==> config.mk <==
export PLATFORM = sky130hd
export DESIGN_NAME = mod_byte_display_sched
export DESIGN_NICKNAME = d
export VERILOG_FILES = /design/src/rtl/midas_disp_pkg.sv /design/src/rtl/mod_rr_pick.sv /design/src/rtl/mod_byte_display_sched.sv
export SDC_FILE = /design/constraint.sdc
export NUM_CORES = 1
export LEC_CHECK = 0
export BUFFER_PORTS_ARGS = -buffer_cell sky130_fd_sc_hd__buf_2
export CAP_MARGIN = 25
export CORE_ASPECT_RATIO = 2
export CORE_MARGIN = 5
export CORE_UTILIZATION = 40
export DETAILED_ROUTE_END_ITERATION = 7
export SYNTH_ARGS = -nofsm -noshare
export SYNTH_HDL_FRONTEND = slang
export SYNTH_HIERARCHICAL = 1
export SYNTH_SLANG_ARGS = --single-unit
==> constraint.sdc <==
create_clock -name i_clk -period 3.25 [get_ports i_clk]
set_input_delay 0.1625 -clock i_clk [delete_from_list [all_inputs] [get_ports i_clk]]
set_output_delay 0.1625 -clock i_clk [all_outputs]
set_load 0.02 [all_outputs]
==> src/rtl/midas_disp_pkg.sv <==
// Shared types and constants for the byte display scheduler.
//   byte_t               : one displayable byte
//   disp_state_e         : scheduler FSM states
//   DEFAULT_DWELL_CYCLES : clocks per source at 50 MHz (1 s)
package midas_disp_pkg;

  typedef logic [7:0] byte_t;

  typedef enum logic [1:0] {
    IDLE   = 2'd0,
    SHOW   = 2'd1,
    PINNED = 2'd2
  } disp_state_e;

  localparam int DEFAULT_DWELL_CYCLES = 50_000_000;

endpackage

==> src/rtl/mod_rr_pick.sv <==
// Combinational round-robin picker.
// Returns the first requesting index found when scanning from i_start
// upward and wrapping modulo N_SRC.
//   i_req   : per-source request vector
//   i_start : first index to examine (must be < N_SRC)
//   o_idx   : selected index (0 when nothing is found)
//   o_found : 1 when at least one request is set
module mod_rr_pick #(
  parameter  int N_SRC = 4,
  localparam int IDX_W = $clog2(N_SRC)
) (
  input  logic [N_SRC-1:0] i_req,
  input  logic [IDX_W-1:0] i_start,
  output logic [IDX_W-1:0] o_idx,
  output logic             o_found
);

  // start < N_SRC and k < N_SRC, so a single conditional subtract wraps.
  function automatic logic [IDX_W-1:0] wrap_add(input logic [IDX_W-1:0] s, input int k);
    int c;
    c = int'(s) + k;
    if (c >= N_SRC) c = c - N_SRC;
    return IDX_W'(c);
  endfunction

  always_comb begin
    o_idx   = '0;
    o_found = 1'b0;
    for (int k = 0; k < N_SRC; k++) begin
      if (!o_found && i_req[wrap_add(i_start, k)]) begin
        o_idx   = wrap_add(i_start, k);
        o_found = 1'b1;
      end
    end
  end

endmodule

==> src/rtl/mod_byte_display_sched.sv <==
// Time-shares a two-digit byte display among N_SRC byte producers.
// Rotates round-robin over requesting sources, DWELL_CYCLES clocks each,
// with a pin override that locks the display onto one source.
//   i_clk, i_rst : clock, synchronous active-high reset
//   i_req        : per-source request (level)
//   i_values     : flattened source bytes, source k at [8k+7:8k]
//   i_pin_en     : pin override enable
//   i_pin_idx    : source to pin (ignored when >= N_SRC)
//   o_value      : byte to display (registered)
//   o_src_idx    : index of the source shown (registered)
//   o_blank      : 1 while idle, display shows nothing
//   o_switch     : one-cycle pulse when the shown source changes
//   o_state      : current FSM state, for observation
module mod_byte_display_sched
  import midas_disp_pkg::*;
#(
  parameter  int N_SRC        = 4,
  parameter  int DWELL_CYCLES = DEFAULT_DWELL_CYCLES,
  localparam int IDX_W        = $clog2(N_SRC),
  localparam int CNT_W        = $clog2(DWELL_CYCLES)
) (
  input  logic                 i_clk,
  input  logic                 i_rst,
  input  logic [N_SRC-1:0]     i_req,
  input  logic [N_SRC*8-1:0]   i_values,
  input  logic                 i_pin_en,
  input  logic [IDX_W-1:0]     i_pin_idx,
  output byte_t                o_value,
  output logic [IDX_W-1:0]     o_src_idx,
  output logic                 o_blank,
  output logic                 o_switch,
  output disp_state_e          o_state
);

  localparam logic [IDX_W:0]   N_SRC_W   = N_SRC[IDX_W:0];
  localparam logic [CNT_W-1:0] CNT_LAST  = CNT_W'(DWELL_CYCLES - 1);
  localparam logic [IDX_W-1:0] IDX_LAST  = IDX_W'(N_SRC - 1);

  disp_state_e      state_q, state_d;
  logic [CNT_W-1:0] cnt_q, cnt_d;
  logic [IDX_W-1:0] idx_q, idx_d;
  logic [IDX_W-1:0] ptr_q, ptr_d;
  byte_t            value_q, value_d;
  logic             switch_q, switch_d;

  logic             pin_valid;
  logic [IDX_W-1:0] idx_inc;
  logic [IDX_W-1:0] pick_ptr_idx, pick_next_idx;
  logic             pick_ptr_found, pick_next_found;

  // Widened compare so the check stays meaningful for non-power-of-2 N_SRC.
  assign pin_valid = i_pin_en && ({1'b0, i_pin_idx} < N_SRC_W);
  assign idx_inc   = (idx_q == IDX_LAST) ? '0 : idx_q + IDX_W'(1);

  // Resume point when leaving IDLE.
  mod_rr_pick #(.N_SRC(N_SRC)) u_pick_ptr (
    .i_req   (i_req),
    .i_start (ptr_q),
    .o_idx   (pick_ptr_idx),
    .o_found (pick_ptr_found)
  );

  // Successor of the current source, for drop, expiry and pin release.
  mod_rr_pick #(.N_SRC(N_SRC)) u_pick_next (
    .i_req   (i_req),
    .i_start (idx_inc),
    .o_idx   (pick_next_idx),
    .o_found (pick_next_found)
  );

  // State register
  always_ff @(posedge i_clk) begin
    if (i_rst) begin
      state_q  <= IDLE;
      cnt_q    <= '0;
      idx_q    <= '0;
      ptr_q    <= '0;
      value_q  <= 8'h00;
      switch_q <= 1'b0;
    end else begin
      state_q  <= state_d;
      cnt_q    <= cnt_d;
      idx_q    <= idx_d;
      ptr_q    <= ptr_d;
      value_q  <= value_d;
      switch_q <= switch_d;
    end
  end

  // Next-state logic: pin > current-source drop > dwell expiry.
  always_comb begin
    state_d = state_q;
    idx_d   = idx_q;
    cnt_d   = cnt_q;
    unique case (state_q)
      IDLE: begin
        cnt_d = '0;
        if (pin_valid) begin
          state_d = PINNED;
          idx_d   = i_pin_idx;
        end else if (pick_ptr_found) begin
          state_d = SHOW;
          idx_d   = pick_ptr_idx;
        end
      end
      SHOW: begin
        if (pin_valid) begin
          state_d = PINNED;
          idx_d   = i_pin_idx;
          cnt_d   = '0;
        end else if (!i_req[idx_q]) begin
          cnt_d = '0;
          if (pick_next_found) idx_d = pick_next_idx;
          else                 state_d = IDLE;
        end else if (cnt_q == CNT_LAST) begin
          // i_req[idx_q] is set, so the scan always finds something;
          // a sole requester wraps back onto itself.
          idx_d = pick_next_idx;
          cnt_d = '0;
        end else begin
          cnt_d = cnt_q + CNT_W'(1);
        end
      end
      PINNED: begin
        cnt_d = '0;
        if (pin_valid) begin
          idx_d = i_pin_idx;
        end else if (i_req[idx_q]) begin
          state_d = SHOW;
        end else if (pick_next_found) begin
          state_d = SHOW;
          idx_d   = pick_next_idx;
        end else begin
          state_d = IDLE;
        end
      end
      default: begin
        state_d = IDLE;
        cnt_d   = '0;
      end
    endcase
    ptr_d = (state_d != IDLE) ? idx_d : ptr_q;
  end

  // Output logic: value tracks the next source live; held while idle.
  always_comb begin
    value_d  = value_q;
    switch_d = 1'b0;
    if (state_d != IDLE) begin
      value_d  = i_values[{idx_d, 3'b000} +: 8];
      switch_d = (idx_d != idx_q) || (state_q == IDLE);
    end
  end

  assign o_value   = value_q;
  assign o_src_idx = idx_q;
  assign o_blank   = (state_q == IDLE);
  assign o_switch  = switch_q;
  assign o_state   = state_q;

endmodule

=== Yosys cells after proc, flatten, opt, wreduce, memory -nomap -nowiden ===
Index checks and enable logic that the tools add are counted.

* Bitwise gates (word level): 3
* Reductions and logical operators: 17
* Add/sub/neg operators: 16
* Shift operators: 1
* Multiplexer cells: 61
* Equality and inequality tests: 5
* Magnitude comparators: 17

{| class="wikitable"
|+ Operator list
! kind !! number
|-
| two-way mux 2 bit || 31
|-
| indexed part select 32 x 6 -> 8 bit || 1
|-
| < comparator 2 x 3 -> 1 bit, second input constant || 9
|-
| adder 26 x 1 -> 26 bit, second input constant || 1
|-
| == test 26 bit, second input constant || 1
|-
| two-way mux 1 bit || 19
|-
| binary-select mux 1 bit (select 2 bit) || 9
|-
| >= comparator 3 bit, second input constant || 6
|-
| subtractor 2 x 1 -> 2 bit, second input constant || 8
|-
| adder 2 x 2 -> 3 bit, second input constant || 4
|-
| one-hot mux 2 bit (3 select lines) || 2
|-
| adder 2 x 1 -> 3 bit, second input constant || 2
|-
| >= comparator 2 x 3 -> 1 bit, second input constant || 2
|-
| logical AND 1 bit || 6
|-
| zero test 1 bit || 6
|-
| OR reduction 5 bit || 1
|-
| == test 2 bit, second input constant || 2
|-
| inverter 1 bit || 3
|-
| adder 2 x 1 -> 2 bit, second input constant || 1
|-
| == test 2 x 1 -> 1 bit, second input constant || 1
|-
| zero test 2 bit || 1
|-
| inequality test 2 bit || 1
|-
| nonzero test 2 bit || 1
|-
| OR reduction 2 bit || 1
|-
| logical OR 1 bit || 1
|}

* Output and inout bits: 14
* Input bits: 41
* Flip-flop bits (word level): 41
* Logic and storage cells: 126

=== Logic depth before layout (Yosys ltp) ===
* Depth in word-level cells: 23
* Gate-level depth with buffers: 13

=== By module ===
The synthesis kept the hierarchy.

{| class="wikitable"
|+ By module, submodules not included
! module !! cells each !! area each (µm²) !! sequential area each (µm²) !! instances
|-
| mod_byte_display_sched || 266 || 2416.1 || 820.8 || 1
|-
| mod_rr_pick || 15 || 77.6 || 0.0 || 2
|}

=== Least setup slack after synthesis ===
No wires, ideal clock.

* Path type: flip-flop to flip-flop
* Start point: reg idx_q[0] (netlist: o_src_idx[0])
* End point: reg ptr_q[0]
* Path buffers: 2
* Slack: 0.682 ns
* Library setup time: 0.070 ns
* Period minus slack after synthesis: 2.568 ns
* Arrival time: 2.498 ns
* Required time: 3.180 ns
* Stages on the path, launching flop included: 14
* Cell sequence: dfxtp_1 > ha_1 > nor2_1 > inv_2 > a221o_1 > a21oi_1 > mux2_2 > nand2_1 > a311oi_1 > o21ai_1 > buf_4 > buf_6 > or2_2 > a21oi_1

{| class="wikitable"
|+ RTL lines
! what !! RTL line !! text
|-
| from (decl) || mod_byte_display_sched.sv:41 || <nowiki>logic [IDX_W-1:0] idx_q, idx_d;</nowiki>
|-
| from (signal assigned) || mod_byte_display_sched.sv:83 || <nowiki>idx_q <= idx_d;</nowiki>
|-
| adder 2 x 1 -> 2 bit / == test 2 bit (equally long branches) || mod_byte_display_sched.sv:53 || <nowiki>assign idx_inc = (idx_q == IDX_LAST) ? '0 : idx_q + IDX_W'(1);</nowiki>
|-
| two-way mux 2 bit * || mod_byte_display_sched.sv:53 ||
|-
| via idx_inc[0] || mod_byte_display_sched.sv:47 || <nowiki>logic [IDX_W-1:0] idx_inc;</nowiki>
|-
| branches (longest 13 deep; another with adder 2 x 1 -> 3 bit) || - ||
|-
| two-way mux 2 bit * || mod_rr_pick.sv:30 || <nowiki>if (!o_found && i_req[wrap_add(i_start, k)]) begin</nowiki>
|-
| via pick_next_idx[0] || mod_byte_display_sched.sv:48 || <nowiki>logic [IDX_W-1:0] pick_ptr_idx, pick_next_idx;</nowiki>
|-
| two-way mux 2 bit, on equally long branches || mod_byte_display_sched.sv:113, mod_byte_display_sched.sv:130, mod_byte_display_sched.sv:115 ||
|-
| two-way mux 2 bit, on equally long branches || mod_byte_display_sched.sv:128, mod_byte_display_sched.sv:111 ||
|-
| two-way mux 2 bit, on equally long branches || mod_byte_display_sched.sv:126, mod_byte_display_sched.sv:107 ||
|-
| one-hot mux 2 bit (3 select lines) * || mod_byte_display_sched.sv:95 || <nowiki>unique case (state_q)</nowiki>
|-
| to (signal assigned) || mod_byte_display_sched.sv:84 || <nowiki>ptr_q <= ptr_d;</nowiki>
|-
| to (decl) || mod_byte_display_sched.sv:42 || <nowiki>logic [IDX_W-1:0] ptr_q, ptr_d;</nowiki>
|}

Mark *: on every way through the listed nets, which the timed path passes. The select of a mux whose other input is x is not followed.
A chain may end at the register's enable or synchronous reset.

=== Worst setup path after layout ===
* Start point: reg idx_q[0] (netlist: o_src_idx[0])
* End point: reg value_q[5] (netlist: o_value[5])

* Word-level cells in the longest chain between the ends: 21

{| class="wikitable"
|+ RTL lines
! what !! RTL line !! text
|-
| adder 2 x 1 -> 2 bit / == test 2 bit (equally long branches) || mod_byte_display_sched.sv:53 ||
|-
| two-way mux 2 bit * || mod_byte_display_sched.sv:53 ||
|-
| via idx_inc[0] || mod_byte_display_sched.sv:47 ||
|-
| branches (longest 13 deep; another with adder 2 x 1 -> 3 bit) || - ||
|-
| two-way mux 2 bit * || mod_rr_pick.sv:30 ||
|-
| via pick_next_idx[0] || mod_byte_display_sched.sv:48 ||
|-
| two-way mux 2 bit, on equally long branches || mod_byte_display_sched.sv:113, mod_byte_display_sched.sv:130, mod_byte_display_sched.sv:115 ||
|-
| two-way mux 2 bit, on equally long branches || mod_byte_display_sched.sv:128, mod_byte_display_sched.sv:111 ||
|-
| two-way mux 2 bit, on equally long branches || mod_byte_display_sched.sv:126, mod_byte_display_sched.sv:107 ||
|-
| one-hot mux 2 bit (3 select lines) * || mod_byte_display_sched.sv:95 ||
|-
| indexed part select 32 x 6 -> 8 bit * || mod_byte_display_sched.sv:150 || <nowiki>value_d = i_values[{idx_d, 3'b000} +: 8];</nowiki>
|-
| to (signal assigned) || mod_byte_display_sched.sv:85 || <nowiki>value_q <= value_d;</nowiki>
|-
| to (decl) || mod_byte_display_sched.sv:43 || <nowiki>byte_t value_q, value_d;</nowiki>
|}

Marked as above.

==> impl_metrics.tcl <==
set metrics [dict create \
    status "finished clean" \
    layout-drive-gt1-share_pct 27.64 \
    clock_latency_ns 0.28 \
    layout.cells.non_filler 437 \
    synth_top_area_share_pct 31.92 \
    nets 393 \
    core-area_sq_um 6310 \
    synth_edf_count 0 \
    finalCritPeriodShare_pct 85.21 \
    cts_root_buf "clkbuf_16" \
    ctsResizeCount 0 \
    holdBufCountCts 0 \
    wl_um 6766 \
    port_buffers 54 \
    grt_use_total_pct 17.19 \
    p_seq_share_pct 40.3 \
    antenna_found_initial 0 \
    yosysWarnings 6 \
    drtIter0Drc 61 \
    synth_area_leader_cell "dfxtp_1" \
    cts_sinks 41 \
    final_cell_mix "buf_2 (54), dfxtp_1 (41), nor2_1 (39)" \
    max-vdd-ir-drop_mv 0.2503 \
    p_int_mw 0.9641 \
    layout_commonest_cell "buf_2" \
    cts_buffers 5 \
    drtAntennaViolNets 0 \
    report.final.slew_viol_count 0 \
    drc 0 \
    dieArea_sq_um 8229 \
    dp_cells 429 \
    die_w_um 66.69 \
    start_util_pct 40.75 \
    p_leak_nw 1.185 \
    path_class "reg -> reg" \
    syn_area_sq_um 2571 \
    die_y_um 123.4 \
    yosysUniqueCellTypes 62 \
    finalSetupTns_ns 0 \
    grt_max_degree 26 \
    hpwlAfterDp_um 5410 \
    rsz0062_at_grt "false" \
    min_from "i_rst" \
    p_comb_share_pct 25.0 \
    yosys_register_bits 41 \
    fin_area_sq_um 3023 \
    reg2reg_to "o_value[5]" \
    fin_crit_ns 2.769 \
    crit_path_end_kind "register" \
    worstHoldPathType "in -> reg" \
    dr.pass1.iters 4 \
    n_fill_cell 645 \
    area_delta_synth_final_pct 17.57 \
    slew_headroom_pct 44.13 \
    fmax_mhz 361.1 \
    clock_tree.buffer_depth 2 \
    setup_viol 0 \
    gp_congestion 0.8737 \
    worstPathMaxFanout 15 \
    synth_seq_area_share_pct 31.92 \
    hold_violations 0 \
    drv_cap 0 \
    hold_slack_ns 0.1705 \
    r2r_slack_ns 0.48 \
    clkPwrFrac_pct 34.7 \
    rows 41 \
    worst_slew_pin_slew_ns 0.8361 \
    whs_path_depth 2 \
    swShare_pct 29.57 \
    post_drt_wl_per_cell_um 15.48 \
    htreeDepth 2 \
    path_clk_slew_ns 0.06 \
    post_cts_buffers 0 \
    critical_path_arrival_ns 2.91 \
    reg2regPathDepth 12 \
    power.density_nw_per_um2 452.9 \
    vias_per_cell 5.364 \
    pre_cts_ws_ns 0.5268 \
    gr-total-overflow 0 \
    synth_area_leaders "dfxtp_1 (32%), mux2i_1 (7.4%), nor2_1 (5.7%)" \
    finalClockSkew_ns 0.005201 \
    io-pin-count 55 \
    switching_power_mw 0.4048 \
    netlist_instances 296 \
    n_antenna_cell 0 \
    num_vias 2344 \
    cts_tree "built" \
    synth_flop_cell "dfxtp_1" \
    post_dp_cell_area_sq_um 2887 \
    fin_ws_ns 0.4807 \
    worst_ep_required_time_ns 3.39 \
    min_to "ptr_q[0]" \
    grt_pass1_wl_um 11010 \
    syn_nets 339 \
    syn_avg_cell_area_sq_um 8.687 \
    worstReg2RegStart "o_src_idx[0]" \
    synthArstFlopShare_pct 0 \
    grt_pass1_vias 2438 \
    cp-start-kind "register" \
]
==> cells by family (layout without fill, tap and decap cells) <==
family | count (synthesis) | after routing | synth area share, %
xor+xnor | 25 | 25 | 8.516
fa+ha+maj | 2 | 2 | 0.9731
flops | 41 | 41 | 31.92
compound gates | 53 | 53 | 16.79
simple gates | 123 | 123 | 25.26
buf+inv | 29 | 84 | 6.958
mux | 23 | 23 | 9.586
==> worst max-delay path: stages, from the launching register on <==
cell and delay, ns:
dfxtp_1 0.33, ha_1 0.20, nor2_1 0.18, inv_2 0.06, a221o_1 0.31, a21oi_1 0.24
mux2_2 0.21, nand2_1 0.07, a311oi_1 0.33, o21ai_2 0.17, buf_8 0.20, mux2i_1 0.19
o221ai_2 0.12
==> routing by layer <==
| layer | GRT usage (%) | wire length (um) | vias up |
|---|---|---|---|
| met1 | 15.63 | 2341 | 1089 |
| met4 | 7.506 | 176 | 0 |
| li1 | - | - | 1162 |
| met2 | 34.89 | 3907 | 79 |
| met5 | 0 | 0 | - |
| met3 | 3.000 | 340 | 14 |
==> area by class of cell <==
type / instances / area [sq um] / share of cell area (%)
clock buffers: 8 / 136.4 / 4.512
inverters: 16 / 60.06 / 1.987
multi-input cells: 226 / 1575 / 52.11
flip-flops and latches: 41 / 820.8 / 27.15
repair buffers: 60 / 322.8 / 10.68
well taps: 86 / 107.6 / 3.560
==> state kept, by name (all words and copies together), names as in the netlist <==
signal     count
cnt_q         26
o_src_idx      2
o_state        2
o_switch       1
o_value        8
ptr_q          2
==> Yosys cell counts (4+ instances only) <==
cell / count
dfxtp_1: 41
o21ai_0: 8
xnor2_1: 11
nand2b_1: 4
nor2_1: 39
buf_6: 4
nor3_1: 6
mux2i_1: 19
nand4_1: 5
nor4_1: 4
nand3_1: 11
a21oi_1: 15
o221ai_2: 8
inv_1: 14
xor2_1: 14
nand2_1: 27
==> through the flow <==
stage,power (mW),util [%]
2_1_floorplan,0.8107,-
3_3_place_gp,0.8932,45.51
3_5_place_dp,0.9068,45.75
4_1_cts,1.387,47.91
5_1_grt,1.439,47.91
6_report,1.369,47.91
==> power by group through the flow <==
stage,logic (mW),registers (mW),clock network [mW]
floorplan,0.224,0.587,0
global placement,0.332,0.561,0
detailed placement,0.345,0.562,0
CTS,0.346,0.551,0.490
global route,0.373,0.554,0.512
finish,0.342,0.551,0.475
==> worst max path at each step <==
| stage | from | end | cells after the start |
|---|---|---|---|
| after CTS | o_src_idx[0] | o_value[1] | 12 |
| final | o_src_idx[0] | o_value[5] | 12 |
| after detailed placement | o_src_idx[0] | o_value[7] | 12 |
| after global routing | o_src_idx[0] | o_value[5] | 10 |
| after global placement | o_src_idx[0] | o_value[3] | 10 |
| after floorplan | o_src_idx[0] | ptr_q[0] | 13 |
No activity file was read; power rests on OpenSTA's default activity.
